$ cat src/rtl/biriscv_csr_wb_pipe.sv
// biriscv_csr_wb_pipe
//   Carries CSR-unit E1 results through E2 into writeback for the integer
//   lane that hosts the CSR unit. Merges interrupt, CSR-unit and memory
//   exceptions into one WB exception, drives the CSR regfile writeback and
//   the integer regfile result for CSR reads, and squashes the younger E2
//   entry while WB commits an exception.
//
//   Optional feature macro: BIRISCV_CSR_WB_HAZARD_EN
//     defined   -> csr_busy_o flags a CSR write pending in E2 or WB
//     undefined -> csr_busy_o is tied to 0

`ifndef EXCEPTION_INTERRUPT
`define EXCEPTION_MISALIGNED_FETCH    6'h10
`define EXCEPTION_FAULT_FETCH         6'h11
`define EXCEPTION_ILLEGAL_INSTRUCTION 6'h12
`define EXCEPTION_BREAKPOINT          6'h13
`define EXCEPTION_MISALIGNED_LOAD     6'h14
`define EXCEPTION_FAULT_LOAD          6'h15
`define EXCEPTION_MISALIGNED_STORE    6'h16
`define EXCEPTION_FAULT_STORE         6'h17
`define EXCEPTION_ECALL               6'h18
`define EXCEPTION_ECALL_U             6'h18
`define EXCEPTION_ECALL_S             6'h19
`define EXCEPTION_ECALL_H             6'h1a
`define EXCEPTION_ECALL_M             6'h1b
`define EXCEPTION_PAGE_FAULT_INST     6'h1c
`define EXCEPTION_PAGE_FAULT_LOAD     6'h1d
`define EXCEPTION_PAGE_FAULT_STORE    6'h1f
`define EXCEPTION_INTERRUPT           6'h20
`define EXCEPTION_ERET_U              6'h30
`define EXCEPTION_ERET_S              6'h31
`define EXCEPTION_ERET_H              6'h32
`define EXCEPTION_ERET_M              6'h33
`define EXCEPTION_FENCE               6'h34
`endif

module biriscv_csr_wb_pipe #(
  parameter int SUPPORT_INTR = 1,
  parameter int EXCEPTION_W  = 6
) (
  input  logic                   clk_i,
  input  logic                   rst_i,
  input  logic                   valid_e1_i,
  input  logic [31:0]            pc_e1_i,
  input  logic [31:0]            opcode_e1_i,
  input  logic [31:0]            csr_value_e1_i,
  input  logic                   csr_write_e1_i,
  input  logic [31:0]            csr_wdata_e1_i,
  input  logic [EXCEPTION_W-1:0] csr_exception_e1_i,
  input  logic [EXCEPTION_W-1:0] mem_exception_e2_i,
  input  logic [31:0]            mem_addr_e2_i,
  input  logic                   take_interrupt_i,
  input  logic                   stall_i,
  input  logic                   flush_i,
  output logic                   csr_writeback_write_o,
  output logic [11:0]            csr_writeback_waddr_o,
  output logic [31:0]            csr_writeback_wdata_o,
  output logic [EXCEPTION_W-1:0] csr_writeback_exception_o,
  output logic [31:0]            csr_writeback_exception_pc_o,
  output logic [31:0]            csr_writeback_exception_addr_o,
  output logic                   rd_valid_o,
  output logic [4:0]             rd_idx_o,
  output logic [31:0]            rd_value_o,
  output logic                   squash_o,
  output logic                   csr_busy_o
);

  // E2 stage state
  logic                   e2_valid_q;
  logic [31:0]            e2_pc_q;
  logic [11:0]            e2_csr_addr_q;
  logic [4:0]             e2_rd_q;
  logic [31:0]            e2_csr_value_q;
  logic                   e2_csr_write_q;
  logic [31:0]            e2_csr_wdata_q;
  logic [EXCEPTION_W-1:0] e2_exception_q;

  // WB stage state, drives the outputs directly
  logic                   wb_write_q;
  logic [11:0]            wb_waddr_q;
  logic [31:0]            wb_wdata_q;
  logic [EXCEPTION_W-1:0] wb_exception_q;
  logic [31:0]            wb_exc_pc_q;
  logic [31:0]            wb_exc_addr_q;
  logic                   wb_rd_valid_q;
  logic [4:0]             wb_rd_idx_q;
  logic [31:0]            wb_rd_value_q;
  logic                   wb_squash_q;

  logic                   wb_load;
  logic                   e2_kill;
  logic [EXCEPTION_W-1:0] exc_next;
  logic [31:0]            tval_next;

  // Only the CSR address and rd fields of the opcode are needed here
  logic unused_opcode_bits;
  assign unused_opcode_bits = ^{opcode_e1_i[19:12], opcode_e1_i[6:0]};

  // A redirect or a committing WB exception kills whatever sits in E2
  assign e2_kill = flush_i | wb_squash_q;
  assign wb_load = e2_valid_q & ~stall_i & ~e2_kill;

  // Exception merge: interrupt, then CSR-unit, then memory fault
  always_comb begin
    exc_next  = '0;
    tval_next = '0;
    if ((SUPPORT_INTR != 0) && take_interrupt_i) begin
      exc_next = EXCEPTION_W'(`EXCEPTION_INTERRUPT);
    end else if (e2_exception_q != '0) begin
      exc_next  = e2_exception_q;
      tval_next = e2_csr_value_q;
    end else if (mem_exception_e2_i != '0) begin
      exc_next  = mem_exception_e2_i;
      tval_next = mem_addr_e2_i;
    end
  end

  // E2 register: load from E1 when not stalled, otherwise hold (kill still applies)
  always_ff @(posedge clk_i) begin
    if (rst_i) begin
      e2_valid_q     <= 1'b0;
      e2_pc_q        <= '0;
      e2_csr_addr_q  <= '0;
      e2_rd_q        <= '0;
      e2_csr_value_q <= '0;
      e2_csr_write_q <= 1'b0;
      e2_csr_wdata_q <= '0;
      e2_exception_q <= '0;
    end else if (!stall_i) begin
      e2_valid_q     <= valid_e1_i & ~e2_kill;
      e2_pc_q        <= pc_e1_i;
      e2_csr_addr_q  <= opcode_e1_i[31:20];
      e2_rd_q        <= opcode_e1_i[11:7];
      e2_csr_value_q <= csr_value_e1_i;
      e2_csr_write_q <= csr_write_e1_i;
      e2_csr_wdata_q <= csr_wdata_e1_i;
      e2_exception_q <= csr_exception_e1_i;
    end else if (e2_kill) begin
      e2_valid_q <= 1'b0;
    end
  end

  // WB register: capture E2 with the merged exception, or take an all-zero bubble
  always_ff @(posedge clk_i) begin
    if (rst_i || !wb_load) begin
      wb_write_q     <= 1'b0;
      wb_waddr_q     <= '0;
      wb_wdata_q     <= '0;
      wb_exception_q <= '0;
      wb_exc_pc_q    <= '0;
      wb_exc_addr_q  <= '0;
      wb_rd_valid_q  <= 1'b0;
      wb_rd_idx_q    <= '0;
      wb_rd_value_q  <= '0;
      wb_squash_q    <= 1'b0;
    end else begin
      wb_exception_q <= exc_next;
      wb_exc_pc_q    <= e2_pc_q;
      wb_exc_addr_q  <= tval_next;
      if (exc_next != '0) begin
        wb_write_q    <= 1'b0;
        wb_waddr_q    <= '0;
        wb_wdata_q    <= '0;
        wb_rd_valid_q <= 1'b0;
        wb_rd_idx_q   <= '0;
        wb_rd_value_q <= '0;
        wb_squash_q   <= 1'b1;
      end else begin
        wb_write_q    <= e2_csr_write_q;
        wb_waddr_q    <= e2_csr_addr_q;
        wb_wdata_q    <= e2_csr_wdata_q;
        wb_rd_valid_q <= (e2_rd_q != 5'd0);
        wb_rd_idx_q   <= e2_rd_q;
        wb_rd_value_q <= e2_csr_value_q;
        wb_squash_q   <= 1'b0;
      end
    end
  end

  assign csr_writeback_write_o          = wb_write_q;
  assign csr_writeback_waddr_o          = wb_waddr_q;
  assign csr_writeback_wdata_o          = wb_wdata_q;
  assign csr_writeback_exception_o      = wb_exception_q;
  assign csr_writeback_exception_pc_o   = wb_exc_pc_q;
  assign csr_writeback_exception_addr_o = wb_exc_addr_q;
  assign rd_valid_o                     = wb_rd_valid_q;
  assign rd_idx_o                       = wb_rd_idx_q;
  assign rd_value_o                     = wb_rd_value_q;
  assign squash_o                       = wb_squash_q;

`ifdef BIRISCV_CSR_WB_HAZARD_EN
  // Raw CSR-write request of the WB entry, kept even if the entry excepts
  logic wb_csr_write_q;

  // Track the write request alongside the WB entry
  always_ff @(posedge clk_i) begin
    if (rst_i || !wb_load) begin
      wb_csr_write_q <= 1'b0;
    end else begin
      wb_csr_write_q <= e2_csr_write_q;
    end
  end

  assign csr_busy_o = (e2_valid_q & e2_csr_write_q) | wb_csr_write_q;
`else
  assign csr_busy_o = 1'b0;
`endif

endmodule

$ cat config.mk
export PLATFORM = sky130hd
export DESIGN_NAME = biriscv_csr_wb_pipe
export DESIGN_NICKNAME = d
export VERILOG_FILES = /design/src/rtl/biriscv_csr_wb_pipe.sv
export SDC_FILE = /design/constraint.sdc
export NUM_CORES = 1
export LEC_CHECK = 0
export BUFFER_PORTS_ARGS = -buffer_cell sky130_fd_sc_hd__buf_2
export CAP_MARGIN = 10
export CORE_ASPECT_RATIO = 0.5
export CORE_UTILIZATION = 43
export CTS_CLUSTER_DIAMETER = 200
export CTS_CLUSTER_SIZE = 20
export DETAILED_ROUTE_END_ITERATION = 7
export HOLD_SLACK_MARGIN = 0.15
export PLACE_DENSITY = 0.75
export SETUP_SLACK_MARGIN = 0.3
export SYNTH_ARGS = -nofsm -noshare
export SYNTH_HDL_FRONTEND = slang
export SYNTH_SLANG_ARGS = --single-unit
$ cat constraint.sdc
create_clock -name clk_i -period 1.92 [get_ports clk_i]
set_input_delay 0.096 -clock clk_i [delete_from_list [all_inputs] [get_ports clk_i]]
set_output_delay 0.096 -clock clk_i [all_outputs]
set_load 0.01 [all_outputs]
### Word-level counts from Yosys, hierarchy flattened

Cells that the tools add are included.

| operators by class | value |
|---|---|
| equal/unequal tests | 1 |
| mux-type cells | 8 |
| bitwise gates (word level) | 6 |
| reduce and logical (&&, ||, !) cells | 8 |

Operator list:

| operator | count |
|---|---|
| $mux W32 | 2 |
| $mux W6 | 3 |
| $reduce_bool A6 Y1 | 3 |
| $reduce_bool A5 Y1 | 1 |
| $reduce_or A2 Y1 | 2 |
| $and A1 B1 Y1 | 3 |
| $mux W1 | 3 |
| $ne A2 B1 Y1 const B | 1 |
| $not A1 Y1 | 2 |
| $logic_not A1 Y1 | 1 |
| $logic_or A1 B1 Y1 | 1 |
| $or A1 B1 Y1 | 1 |

| storage, ports and cells | value |
|---|---|
| register bits after elaboration | 275 |
| input bits | 179 |
| output and inout port bits | 155 |
| logic and storage cells | 41 |

### Logic depth before layout (Yosys ltp)

| depth | value |
|---|---|
| depth after elaboration | 6 |
| gate-level depth with buffers | 7 |
| mapped depth without buffers | 4 |

### Worst setup path after synthesis

Ideal clock, no wire load.

| timing | value |
|---|---|
| path type | reg-to-reg |
| start | reg wb_squash_q (netlist: squash_o) |
| end | reg wb_waddr_q[0] (netlist: csr_writeback_waddr_o[0]) |
| library setup time | 0.059 ns |
| arrival time | 1.845 ns |
| required time | 1.861 ns |
| setup slack | 0.017 ns |
| stages on the path, launching flop included | 7 |
| path buffers | 2 |
| period minus slack after synthesis | 1.903 ns |
| cells stage by stage | dfxtp_1 or3_4 or3_1 buf_2 nor3_4 clkbuf_2 and2_1 |

| between the ends | value |
|---|---|
| cells in the longest elaborated chain, start to end | 6 |

Ends and longest elaborated chain:

| element | RTL line | text |
|---|---|---|
| from (decl) | 88 | `logic wb_squash_q;` |
| from (signal assigned) | 155 | `wb_squash_q <= 1'b0;` |
| from (signal assigned) | 167 | `wb_squash_q <= 1'b1;` |
| from (signal assigned) | 175 | `wb_squash_q <= 1'b0;` |
| $or A1 B1 Y1 | 100 | `assign e2_kill = flush_i \| wb_squash_q;` |
| $not A1 Y1 | 101 | `assign wb_load = e2_valid_q & ~stall_i & ~e2_kill;` |
| $and A1 B1 Y1 | 101 |  |
| $logic_not A1 Y1 | 145 | `if (rst_i \|\| !wb_load) begin` |
| $logic_or A1 B1 Y1 | 145 |  |
| $reduce_or A2 Y1 (no source line) | -- |  |
| to (signal assigned) | 170 | `wb_waddr_q <= e2_csr_addr_q;` |
| to (decl) | 80 | `logic [11:0] wb_waddr_q;` |

No other way between the ends.
A chain may end at the register's enable or synchronous reset.

### Worst setup path after layout

| timing | value |
|---|---|
| start | reg e2_exception_q[5] |
| end | reg wb_waddr_q[0] (netlist: csr_writeback_waddr_o[0]) |

| between the ends | value |
|---|---|
| cells in the longest elaborated chain, start to end | 5 |

Ends and longest elaborated chain:

| element | RTL line | text |
|---|---|---|
| from (decl) | 76 | `logic [EXCEPTION_W-1:0] e2_exception_q;` |
| from (signal assigned) | 137 | `e2_exception_q <= csr_exception_e1_i;` |
| $reduce_bool A6 Y1 | 109 | `end else if (e2_exception_q != '0) begin` |
| $mux W6 (*) | 109 |  |
| $mux W6 (*) | 107 | `if ((SUPPORT_INTR != 0) && take_interrupt_i) begin` |
| $reduce_bool A6 Y1 (*) | 160 | `if (exc_next != '0) begin` |
| $reduce_or A2 Y1 (no source line) (*) | -- |  |

Mark *: on every way between the ends. The rest lies on a longest branch, timed or not.

==> qor.yml <==
start_util_pct: 44.1
final_cell_mix: "buf_2 (315), dfxtp_1 (273), dlygate4sd3_1 (163), nor2_1 (128), mux2i_1 (121)"
num_vias: 7365
worstPathMaxFanout: 12
violations: "setup timing"
first_global_vias: 7314
status: "complete, but fails checks"
fin_crit_ns: 1.98
dp_hpwl_um: 14600
fp.coreArea_sq_um: 19500
grtUsageTotal_pct: 23.3
avgSynthCellArea_sq_um: 11.3
timing.hold.ws_ns: 0.0143
swShare_pct: 22.7
required_ns: 2.35
yosys.area.top_type: "dfxtp_1"
worstMarginPinSlew_ns: 0.942
grt_pass1_wl_um: 37600
numCtsBuffers: 17
wl_per_cell_um: 17.5
drive_gt1_share_pct: 31.5
synthesis.area_sq_um: 8630
slowest_delay_ns: 0.54
cts_root_buf: "clkbuf_16"
rsz0062_at_grt: "yes"
path_clk_slew_ns: 0.08
p_per_area_nw_per_um2: 797
fp.dieH_um: 102
cp-end-kind: "flip-flop"
synth_cell_types: 25
cts_buffer_depth: 3
port_buffers: 317
utilization_pct: 67.3
p_comb_share_pct: 10.6
antenna_found_initial: 3
seq_area_frac_synth_pct: 63.8
drc: 0
maxSlewViolCount: 0
hold_class: "in -> reg"
p_sw_mw: 2.38
die_area_sq_um: 20700
cts_sinks: 275
synthCells: 762
intPower_mw: 8.10
crit_path_top_delay_cell: "or4_4"
drt-initial-drc-count: 381
row_count: 36
drt_wl_total_um: 26500
die_w_um: 202
peakVddDrop_mv: 0.705
p_total_mw: 10.5
fin_ws_ns: -0.0575
seq_power_share_pct: 56.6
worst-setup-path-type: "reg -> reg"
p_clk_share_pct: 32.7
syn_nets: 941
clk_latency_ns: 0.49
syn2layout_area_growth_pct: 52.4
max-slew-margin-rel_pct: 37.2
ys_top_cells_by_area: "dfxtp_1 (64%), mux2i_1 (14%), and2_1 (8.3%)"
critical_path_buf_inv_count: 2
place_congestion: 0.789
clock.fmax_mhz: 506
crit_chain: "or4_4, or3_4, nor3_4, buf_12, clkbuf_16, and2_1"
hold_viol: 0
final_common_cell: "buf_2"
maxCapViolCount: 0
synth_top_area_share_pct: 63.8
finalSetupViolCount: 83
critPathTopFamily: "simple AND/OR/NAND/NOR gates"
fin_crit_sh_pct: 103
io_pins: 334
via_per_inst: 4.85
yosysWarnings: 0
nets: 1429
leakagePower_nw: 6.36
ys_ff_latch: 275
ant_nets: 0
ctsHoldBuffers: 163
crit_path_start_kind: "flip-flop"
grt_max_degree: 122
dr.pass1.iters: 4
fin_skew_ns: 0.0142
cts_tree: "yes"
overflow: 0
cp.arrival_ns: 2.41
cts_max_level: 1
## synth_stat cells
master / number
dfxtp_1: 275
nor2_1: 130
mux2i_1: 121
and2_1: 114
a32o_1: 23
clkbuf_1: 22
a21oi_1: 14
buf_1: 13
nand2_1: 10
nand3_1: 9
clkbuf_2: 8
buf_2: 7
nor3_1: 3
or3_1: 2
a2111oi_0: 1
a211oi_1: 1
a21oi_2: 1
buf_4: 1
conb_1: 1
nand2b_1: 1
nor3_4: 1
nor4_1: 1
o31a_1: 1
or3_4: 1
or4_1: 1
## path summary, 6_finish.rpt
path | start | to | slack [ns] | depth (start not counted)
setup / recovery | e2_exception_q[5] | csr_writeback_waddr_o[0] | -0.06 | 6
hold / removal | rst_i | csr_writeback_exception_o[5] | 0.01 | 4
setup reg to reg | e2_exception_q[5] | csr_writeback_waddr_o[0] | -0.06 | 6
hold reg to reg | e2_csr_addr_q[10] | csr_writeback_waddr_o[10] | 0.46 | 1
## registers in the layout, summed over array words and instances, names as in the netlist
| signal | cells |
|---|---|
| csr_writeback_exception_addr_o | 32 |
| csr_writeback_exception_o | 6 |
| csr_writeback_exception_pc_o | 32 |
| csr_writeback_waddr_o | 12 |
| csr_writeback_wdata_o | 32 |
| csr_writeback_write_o | 1 |
| e2_csr_addr_q | 12 |
| e2_csr_value_q | 32 |
| e2_csr_wdata_q | 32 |
| e2_csr_write_q | 1 |
| e2_exception_q | 6 |
| e2_pc_q | 32 |
| e2_rd_q | 5 |
| e2_valid_q | 1 |
| rd_idx_o | 5 |
| rd_valid_o | 1 |
| rd_value_o | 32 |
| squash_o | 1 |
## cell families after synthesis
logic type             share of synthesized area [%]
multiplexers                                    14.0
AO/OA/AOI/OAI                                   3.87
flip-flops                                      63.8
other                                         0.0435
buffers and inverters                           2.48
AND/OR/NAND/NOR                                 15.8
## power groups by stage
stage	Clock [mW]	Combinational, mW	Sequential (mW)
6_report	3.43	1.11	5.94
5_1_grt	3.75	1.19	5.96
4_1_cts	3.50	1.03	5.93
3_5_place_dp	0	0.663	6.07
3_3_place_gp	0	0.641	6.06
2_1_floorplan	0	0.386	6.04
## layout make-up
class	instances	area, sq um
antenna	3	7.51
clock buffer	17	425
clock inverter	1	7.51
fill	1403	6400
multi-input combinational	436	2990
sequential	275	5510
tap	266	333
timing repair buffer	520	3880
## stage by stage
| step | TNS, ns | instances | worst slack, ns | cell area [sq um] |
|---|---|---|---|---|
| 6_report | -2.10 | 1518 | -0.0575 | 13200 |
| 3_3_place_gp | -0.692 | 1319 | -0.0212 | 10600 |
| 4_1_cts | -0.693 | 1507 | -0.0276 | 12900 |
| 5_1_grt | -6.65 | 1518 | -0.101 | 13200 |
| 2_1_floorplan | 0 | 762 | 0.0603 | 8670 |
| 3_5_place_dp | -1.80 | 1319 | -0.0476 | 10600 |
## metal layers
metal | track usage [%] | wire length (um) | up-vias
met5 | 0 | 0 | -
met4 | 10.5 | 1110 | 0
met3 | 5.17 | 1370 | 87
met2 | 42.4 | 13500 | 247
met1 | 26.6 | 10600 | 3556
li1 | - | - | 3475
## worst min-delay path: cells and delay by family
| family | cells | cell delay (ns) |
|---|---|---|
| buffers and inverters | 2 | 0.21 |
| and+or+nand+nor | 2 | 0.16 |
## timing repair
item | in CTS | in global routing
gates cloned | 4 | 5
endpoints found under the setup margin | 122 | 122
gates resized for setup | 16 | 14
pin swaps | 3 | 6
hold endpoints to repair | 161 | 2
buffers inserted | 3 | 3
No activity file was read; power rests on OpenSTA's default activity.
